File: src/rtl/wb_fwd_pkg.sv
// wb_fwd_pkg: default parameters and the history entry record shared by the forwarding block.
package wb_fwd_pkg;
    localparam int DATA_W_DEF = 32;
    localparam int REG_AW_DEF = 5;
    localparam int DEPTH_DEF  = 2;
    localparam int NUM_RD_DEF = 2;
    localparam int BYPASS_DEF = 1;
    typedef struct packed {
        logic                  valid;
        logic [REG_AW_DEF-1:0] rg;
        logic [DATA_W_DEF-1:0] data;
    } entry_t;
endpackage

File: src/rtl/wb_fwd_match.sv
// wb_fwd_match: picks the highest-priority valid producer for one lookup port; candidate 0 wins.
module wb_fwd_match #(
    parameter int DATA_W = 32,
    parameter int REG_AW = 5,
    parameter int NC     = 3
) (
    input  logic [NC-1:0]        cand_v,
    input  logic [NC*REG_AW-1:0] cand_r,
    input  logic [NC*DATA_W-1:0] cand_d,
    input  logic [REG_AW-1:0]    addr,
    output logic                 hit,
    output logic [DATA_W-1:0]    data
);
    always_comb begin
        hit  = 1'b0;
        data = '0;
        for (int i = NC - 1; i >= 0; i--)
            if (addr != '0 && cand_v[i] && cand_r[i*REG_AW +: REG_AW] == addr) begin
                hit  = 1'b1;
                data = cand_d[i*DATA_W +: DATA_W];
            end
    end
endmodule

File: src/rtl/wb_fwd_history.sv
// wb_fwd_history: write-back history shift register with combinational per-port forwarding.
module wb_fwd_history
    import wb_fwd_pkg::*;
#(
    parameter int DATA_W = DATA_W_DEF,
    parameter int REG_AW = REG_AW_DEF,
    parameter int DEPTH  = DEPTH_DEF,
    parameter int NUM_RD = NUM_RD_DEF,
    parameter int BYPASS = BYPASS_DEF
) (
    input  logic                     clk,
    input  logic                     reset,
    input  logic                     RegWrite,
    input  logic [DATA_W-1:0]        write_back_data,
    input  logic [REG_AW-1:0]        write_reg,
    input  logic                     stall,
    input  logic                     flush,
    input  logic [NUM_RD*REG_AW-1:0] rd_addr,
    output logic [NUM_RD-1:0]        fwd_hit,
    output logic [NUM_RD*DATA_W-1:0] fwd_data,
    output logic                     RegWrite_out,
    output logic [DATA_W-1:0]        write_back_data_out,
    output logic [REG_AW-1:0]        write_reg_out
);
    localparam int NC = DEPTH + 1;
    typedef struct packed {
        logic              valid;
        logic [REG_AW-1:0] rg;
        logic [DATA_W-1:0] data;
    } hist_t;
    hist_t [DEPTH-1:0]    hist_q, hist_d;
    logic [NC-1:0]        cand_v;
    logic [NC*REG_AW-1:0] cand_r;
    logic [NC*DATA_W-1:0] cand_d;
    always_comb begin
        hist_d = hist_q;
        if (flush) begin
            for (int i = 0; i < DEPTH; i++) hist_d[i].valid = 1'b0;
        end else if (!stall) begin
            hist_d[0] = '{RegWrite, write_reg, write_back_data};
            for (int i = 1; i < DEPTH; i++) hist_d[i] = hist_q[i-1];
        end
    end
    always_ff @(posedge clk) hist_q <= reset ? '0 : hist_d;
    // Slot 0 is the live write-back; it stays eligible during flush but not while stalled.
    always_comb begin
        cand_v[0]            = (BYPASS != 0) && RegWrite && !stall;
        cand_r[REG_AW-1:0]   = write_reg;
        cand_d[DATA_W-1:0]   = write_back_data;
        for (int i = 0; i < DEPTH; i++) begin
            cand_v[i+1]                     = hist_q[i].valid;
            cand_r[(i+1)*REG_AW +: REG_AW]  = hist_q[i].rg;
            cand_d[(i+1)*DATA_W +: DATA_W]  = hist_q[i].data;
        end
    end
    for (genvar p = 0; p < NUM_RD; p++) begin : g_port
        wb_fwd_match #(.DATA_W(DATA_W), .REG_AW(REG_AW), .NC(NC)) u_match (
            .cand_v(cand_v),
            .cand_r(cand_r),
            .cand_d(cand_d),
            .addr  (rd_addr[p*REG_AW +: REG_AW]),
            .hit   (fwd_hit[p]),
            .data  (fwd_data[p*DATA_W +: DATA_W])
        );
    end
    assign RegWrite_out        = hist_q[0].valid;
    assign write_back_data_out = hist_q[0].data;
    assign write_reg_out       = hist_q[0].rg;
endmodule
File: config.mk
export PLATFORM = sky130hd
export DESIGN_NAME = wb_fwd_history
export DESIGN_NICKNAME = d
export VERILOG_FILES = /design/src/rtl/wb_fwd_pkg.sv /design/src/rtl/wb_fwd_match.sv /design/src/rtl/wb_fwd_history.sv
export SDC_FILE = /design/constraint.sdc
export NUM_CORES = 1
export LEC_CHECK = 0
export ABC_AREA = 1
export BUFFER_PORTS_ARGS = -buffer_cell sky130_fd_sc_hd__clkbuf_2
export CAP_MARGIN = 20
export CORE_MARGIN = 5
export CORE_UTILIZATION = 40
export DETAILED_ROUTE_END_ITERATION = 8
export PLACE_DENSITY_LB_ADDON = 0.3
export SYNTH_ARGS = -nofsm -noshare
export SYNTH_HDL_FRONTEND = slang
export SYNTH_SLANG_ARGS = --single-unit
File: constraint.sdc
create_clock -name clk -period 1.93 [get_ports clk]
set_input_delay 0.2895 -clock clk [delete_from_list [all_inputs] [get_ports clk]]
set_output_delay 0.2895 -clock clk [all_outputs]
set_load 0.01 [all_outputs]
* Word-level counts from Yosys, hierarchy flattened *
Cells that the tools add are included.

operators by class
  reduce and logical (&&, ||, !) cells = 18
  $lt $le $gt $ge = 0
  multipliers = 0
  bitwise gates (word level) = 2
  add/sub/neg operators = 0
  mux-type cells = 12
  eq/ne operators = 6
  divide/modulo/power cells = 0
  shift-type cells = 0

operators by type and width
  operator             number
  $mux W32             6
  $eq A5 B5 Y1         6
  $logic_and A1 B1 Y1  13
  $reduce_bool A5 Y1   2
  $mux W1              6
  $not A1 Y1           2
  $reduce_and A2 Y1    1
  $reduce_or A2 Y1     1
  $logic_not A1 Y1     1

word-level totals
  memory bits (read-only) = 0
  register bits = 76
  input port bits = 52
  logic and storage cells = 44
  RAM bits = 0
  bits in latches = 0
  memories = 0
  output and inout bits = 104

* Depth between registers and ports, before layout *
Gate-level depths: netlist (run 1).

  depth after elaboration = 6
  mapped depth = 12
  depth with buffers taken out = 11

* Modules after synthesis *
From an unflattened synthesis (run 1), not the netlist that was laid out.

second synthesis, totals
  cell total of the unflattened synthesis = 1272
  area, all modules = 6998.0 µm²

modules (own cells, without submodules)
  module          area each (µm²)  seq. area each (µm²)  instances  cells each
  wb_fwd_match    1780.5           0.0                   2          377
  wb_fwd_history  3437.0           1521.5                1          518

* Worst setup path before layout (run 1) *
No wires, ideal clock.

  path type = reg-to-output
  start = register hist_q (netlist bit RegWrite_out)
  end = output port fwd_data[22]
  arrival = 1.289 ns
  data required time = 1.640 ns
  buffers on the path = 1
  stages on the path, launching flop included = 9
  path slack = 0.352 ns
  cells stage by stage = dfxtp_1 > a21boi_1 > nand2_1 > nor2_4 > nand2_4 > buf_6 > nand2_1 > nand2_1 > nand2_1

on the way
  longest elaborated chain between the ends = 4

ends and longest elaborated chain
  item                              RTL line              RTL
  start: declaration                wb_fwd_history.sv:31  hist_t [DEPTH-1:0] hist_q, hist_d;
  start signal: assignment          wb_fwd_history.sv:44  always_ff @(posedge clk) hist_q <= reset ? '0 : hist_d;
  $logic_and A1 B1 Y1 (2 in a row)  wb_fwd_match.sv:18    if (addr != '0 && cand_v[i] && cand_r[i*REG_AW +: REG_AW] == addr) begin
  $mux W32 (2 in a row)             wb_fwd_match.sv:18
  end: declaration                  wb_fwd_history.sv:20  output logic [NUM_RD*DATA_W-1:0] fwd_data,

No other way between the ends.

* Worst setup path in the final report (run 1) *
  start = register hist_q (netlist bit write_reg_out[4])
  end = output port fwd_data[33]

on the way
  longest elaborated chain between the ends = 4

ends and longest elaborated chain
  item                   RTL line
  $eq A5 B5 Y1           wb_fwd_match.sv:18
  $logic_and A1 B1 Y1    wb_fwd_match.sv:18
  $mux W32 (2 in a row)  wb_fwd_match.sv:18

No other way between the ends.

==> summary.md, run 1 <==
| Metric | Value |
|---|---|
| CTS hold repair buffers | 0 |
| Yosys warns | 0 |
| Clk_skew | about 0.0044 ns |
| Max Buffers Root-to-Sink | 2 |
| Seq/Total Area, Yosys | 27.3% |
| Htree depth | 3 |
| Fin crit share | 110% |
| Synth area leader | dfxtp_1 |
| Vias in the first global route | around 5,900 |
| Maximum VDD drop | 0.000413 V |
| Number of flops mapped to enable cells by yosys | 0 |
| CTS tree | done |
| IO Pins | about 160 |
| Port-buffer cells | between 150 and 200 |
| CTS root buf | clkbuf_16 |
| Area delta synth->final | 34.1% |
| TNS Setup | -8.81 ns |
| Max Slew Vio Count | 0 |
| Worst-Skew Late Latency | about 0.34 ns |
| ANT cells | 0 |
| Post-synthesis mux area share | 0% |
| GRT overflow | 0 |
| Final hold vios | 0 |
| Worst slew pin tran | 0.944 ns |
| Post-synth cell types | 25 |
| Critical setup path kind | flop to output pin |
| WP data required | between 1.5 and 2 ns |
| Vias/cell | approximately 5.0 |
| P_leak | just under 4 nW |
| Top FF cell, synth | dfxtp_1 |
| Clock transition at the registers of the reported paths | approximately 0.060 ns |
| Async set-reset flop share out of synthesis | 0% |
| Die X | approximately 130 um |
| DR WL/cell | 14.6 um |
| Fill cells | between 1,000 and 1,500 |
| Crit Path Max Fanout | 8 |
| CTS Buf Count | 9 |
| Synthesis-stage register bit count | 76 |
| Fin util | about 54% |
| DP HPWL | 12,100 um |
| Max-slew headroom | between 30% and 40% |
| Mapped Area | 5580 um^2 |
| Post-Syn Instances | around 960 |
| Pre-antenna DRT Iters | 5 |
| Fraction of layout cells with a size suffix above 1 | approximately 32% |
| Global-route wire length before repair | around 30,000 um |
| Count leader, synth | nand2_1 |
| DRT Wirelength | around 18,000 um |
| Largest net degree at the start of global routing | 85 |
| Top cells by area, synth | dfxtp_1 27%, nand2_1 24%, a21oi_1 10% |
| Post-Synth Adder-Cell Area | 0% |
| ANT nets after route | 0 |
| Hold_ws | approximately 0.22 ns |
| Failing checks | setup timing |
| Minimum clock period | 2.12 ns |
| Outcome | complete, but fails checks |
| Total global routing track utilization | 21.9% |
| Synthesized Nets | 1,009 |
| Max Freq | around 470 MHz |
| Power consumption | 0.00429 W |
| Core footprint | about 14,000 um^2 |
| # clock sinks | 76 |
| CP Capture Type | output pin |
| Initial antenna violation count | 0 |
| Max_cap viols | 0 |
| Largest family of logic cells by synthesized area | simple AND/OR/NAND/NOR gates |
| # rows | 43 |
| Via count | 6,380 |
| PwrDens | 573 nW/um^2 |
| Final WS setup | -0.186 ns |
| Total die area | approximately 16,000 um^2 |
| Initial core utilization | a little over 40% |
| CP startpoint kind | flop |
| Final nets | 1,131 |
| Initial DRC count | about 570 |
| Worst Path Arrival | roughly 1.8 ns |
| Commonest cells post-synth | 358 x nand2_1, 111 x a21oi_1, 100 x nand3_1 |
| Synthesized area per cell | 5.83 um^2 |
| DRC | 0 |
| Compound-gate portion of the synthesized area | 17.4% |
| Die Ht | 128 um |
| Post-synthesis xor/xnor area fraction | 0.314% |
| Count of final setup violators | 66 |
| Gpl congestion | about 0.9 |
| Hold Crit Class | input pin to flop |
| Top cell type's share of synthesized area | about 27% |
| Post-Synth Simple-Gate Area | 36.4% |
| Unrepaired setup endpoints after global routing | true |
==> per-stage QoR <==
stage / setup WS (ns) / std cells / area, um^2
floorplan: 0.352 / 957 / 5580
global placement: 0.00744 / 1225 / 6300
detailed placement: 0.00413 / 1225 / 6300
CTS: -0.196 / 1258 / 7030
global route: -0.309 / 1264 / 7480
finish: -0.186 / 1264 / 7480
==> layout by cell type (no fill, tap or decap), types with 3 or more instances in the layout <==
master	count
nand2_1	319
clkbuf_2	115
a21oi_1	95
nand3_1	82
inv_1	76
o21ai_0	71
dfxtp_1	67
nand2_2	37
buf_2	36
inv_2	18
nand3_2	18
buf_12	17
buf_6	15
buf_4	14
a21oi_2	13
clkbuf_16	13
nor2_1	12
buf_8	9
nor2_4	7
dfxtp_4	5
nor2_2	4
nand2_4	4
o21ai_1	4
dfxtp_2	4
clkinv_2	4
o211ai_1	3
nand4_1	3
a21oi_4	3
buf_16	3
==> area by class of cell <==
type                       count  area, um^2  share of cell area [%]
clock buffer                  11         253                    3.38
clock inverter                 5        50.0                   0.669
inverter                      97         372                    4.97
multi-input combinational    682        3350                    44.8
sequential                    76        1550                    20.7
tap                          180         225                    3.01
timing repair buffer         213        1690                    22.6
==> power breakdown <==
part	switching (W)	internal, W	total, W	leakage (nW)
sequential	0.0000696	0.00167	0.00174	0.631
combinational	0.000497	0.000301	0.000798	3.17
clock	0.000686	0.00106	0.00175	0.155
==> critical path, stage by stage (launching register included) <==
cell and delay (ns):
dfxtp_4 0.36, inv_2 0.04, nand2_1 0.05, nand2_1 0.05, nor2_1 0.09, nand2_1 0.10
nor2_4 0.13, buf_8 0.17, buf_12 0.15, a21oi_1 0.06, nand2_1 0.06, nand2_1 0.07
buf_2 0.14
==> flip-flops by register name, summed over array words and instances (netlist names) <==
register,cells
cand_v,1
RegWrite_out,1
cand_d,32
write_back_data_out,32
cand_r,5
write_reg_out,5
==> worst paths after layout <==
kind	cells past startpoint	endpoint	from	slack, ns
setup / recovery	12	fwd_data[33]	write_reg_out[4]$_SDFFE_PP0P_	-0.19
hold / removal	3	RegWrite_out$_SDFFE_PP0N_	reset	0.22
setup reg to reg	3	write_reg_out[4]$_SDFFE_PP0P_	write_reg_out[4]$_SDFFE_PP0P_	1.09
hold reg to reg	2	RegWrite_out$_SDFFE_PP0N_	RegWrite_out$_SDFFE_PP0N_	0.49
==> logic make-up after synthesis <==
kind of cell,after synthesis
buffers and inverters,199
flip-flops,76
XOR/XNOR,2
AO/OA/AOI/OAI,191
AND/OR/NAND/NOR,489
==> layer usage <==
layer | routed length, um | global-route usage (%) | up-vias
li1 | - | - | 3257
met1 | 8330 | 30.1 | 2839
met2 | 8400 | 35.3 | 256
met3 | 1370 | 3.17 | 28
met4 | 354 | 7.30 | 0
met5 | 0 | 0 | -
==> what timing repair did <==
action,in CTS,in global routing
endpoints found under the setup margin,66,66
endpoints found under the hold margin,0,0
gates cloned,6,4
pin swaps,20,41
setup buffers,11,2
gates resized for setup,75,123
No activity file was read; power rests on OpenSTA's default activity.
==> run 2, diff against run 1 <==
--- a/constraint.sdc
+++ b/constraint.sdc
@@ -3,2 +3,2 @@
 set_output_delay 0.2895 -clock clk [all_outputs]
-set_load 0.01 [all_outputs]
+set_load 0.1 [all_outputs]
==> summary.md, run 2 (same netlist as run 1, synthesis figures left out) <==
| Metric | Value |
|---|---|
| Minimum clock period | ~2.3 ns |
| Final nets | 1,140 |
| Fin crit share | 118% |
| Die X | ~130 um |
| DRT Wirelength | about 21,000 um |
| CTS tree | done |
| Total die area | about 16,000 um^2 |
| Fraction of layout cells with a size suffix above 1 | a little under half |
| CTS Buf Count | 9 |
| Placed Cells | around 1,200 |
| Fill cells | between 1,000 and 1,500 |
| Initial core utilization | 40.5% |
| Count of final setup violators | between 60 and 70 |
| CP Capture Type | output pin |
| Hold_ws | roughly 0.22 ns |
| DR WL/cell | approximately 17 um |
| CTS hold repair buffers | 0 |
| DP HPWL | between 10,000 and 15,000 um |
| Htree depth | 3 |
| Maximum VDD drop | just under 0.0004 V |
| Final Non-Filler Cells | ~1,300 |
| Largest net degree at the start of global routing | between 80 and 90 |
| Worst-Skew Late Latency | between 0.3 and 0.4 ns |
| IO Pins | 156 |
| Failing checks | setup timing |
| ANT cells | 0 |
| CTS root buf | clkbuf_16 |
| GRT overflow | 0 |
| Clock transition at the registers of the reported paths | about 0.060 ns |
| Max_cap viols | 0 |
| Initial DRC count | between 600 and 700 |
| Outcome | complete, but fails checks |
| Critical setup path kind | flop to output pin |
| Dpl cell area | between 7000 and 8000 um^2 |
| P_leak | roughly 4.3 nW |
| PwrDens | 500 nW/um^2 |
| Port-buffer cells | about 160 |
| Final hold vios | 0 |
| Gpl congestion | slightly below 0.9 |
| Max-slew headroom | between 30% and 40% |
| Vias in the first global route | between 6,000 and 7,000 |
| Core footprint | approximately 14,000 um^2 |
| # rows | 43 |
| DRC | 0 |
| Unrepaired setup endpoints after global routing | true |
| Fin util | 68.2% |
| Die Ht | 128 um |
| Area delta synth->final | 68.2% |
| TNS Setup | -19.46 ns |
| Pre-antenna DRT Iters | 5 |
| Initial antenna violation count | 0 |
| Max Slew Vio Count | 0 |
| Final Instance Area | about 9400 um^2 |
| Final WS setup | -0.340 ns |
| Worst Path Arrival | 1.98 ns |
| R2r setup slk | 1.10 ns |
| Most frequent cells in the layout | 166 x nand2_1, 109 x a21oi_1, 104 x nand2_2 |
| Max Freq | about 440 MHz |
| Total global routing track utilization | a little under a quarter |
| Crit Path Max Fanout | 8 |
| Hold Crit Class | input pin to flop |
| Global-route wire length before repair | approximately 31,000 um |
| # clock sinks | 76 |
| Max Buffers Root-to-Sink | 2 |
| CP startpoint kind | flop |
| Most common cell after layout, fill and taps aside | nand2_1 |
| Worst slew pin tran | about 1.0 ns |
| Via count | slightly below 7,000 |
| Vias/cell | between 5 and 6 |
| ANT nets after route | 0 |
| WP data required | 1.64 ns |
| Clk_skew | about 0.0032 ns |
-- run 2: cell types whose count changed in the layout (fill, tap and decap cells not counted), sizes merged --
cell,previous run,this run
clkinv,6,2
clkbuf,130,108
bufinv,1,0
buf,94,126
-- run 2: where the power goes --
part,leakage (nW),internal (W),switching [W]
Clock,0.120,0.000878,0.000646
Sequential,0.632,0.00167,0.0000728
Combinational,3.50,0.000413,0.00101
Total,4.25,0.00296,0.00173
-- run 2: area by class of cell --
| cell class | instances | area [um^2] | share of cell area [%] |
|---|---|---|---|
| clock buffers | 12 | 246 | 2.63 |
| inverters | 97 | 367 | 3.91 |
| multi-input cells | 682 | 4170 | 44.4 |
| flip-flops and latches | 76 | 1550 | 16.5 |
| well taps | 180 | 225 | 2.40 |
| repair buffers | 222 | 2830 | 30.2 |
-- run 2: final timing paths --
check | start | endpoint | depth (start not counted)
max | write_reg_out[3]$_SDFFE_PP0P_ | fwd_data[36] | 12
min | reset | RegWrite_out$_SDFFE_PP0N_ | 3
max reg2reg | cand_d[81]$_SDFFE_PP0P_ | cand_d[81]$_SDFFE_PP0P_ | 2
min reg2reg | write_reg_out[0]$_SDFFE_PP0P_ | cand_r[10]$_SDFFE_PP0P_ | 2
-- run 2: timing repair --
action / 4_1_cts / 5_1_grt
pin swaps: 13 / 48
cloned: 4 / 7
hold endpoints to repair: 0 / 0
gates resized for setup: 124 / 124
buffers inserted: 9 / 7
setup endpoints to repair: 66 / 66
-- run 2: critical path: stages, from the launching register on --
cell,delay (ns)
dfxtp_4,0.36
inv_2,0.05
nand2_2,0.08
nand2_2,0.06
nor2_1,0.09
nand2_1,0.09
nor2_4,0.20
buf_4,0.16
clkbuf_16,0.15
a21oi_1,0.08
nand2_2,0.09
nand2_4,0.06
buf_12,0.16
-- run 2: layer usage --
layer	wire length, um	vias up	track usage [%]
met5	0	-	0
met4	639	0	8.30
met3	1480	60	4.38
met2	10400	324	38.8
met1	8640	3181	29.8
li1	-	3269	-
-- run 2: stage by stage --
| stage | setup WS, ns | power [W] |
|---|---|---|
| after detailed placement | -0.0570 | 0.00303 |
| after global routing | -0.433 | 0.00484 |
| after CTS | -0.254 | 0.00462 |
| after floorplan | 0.0121 | 0.00271 |
| final | -0.340 | 0.00470 |
| after global placement | -0.0747 | 0.00301 |
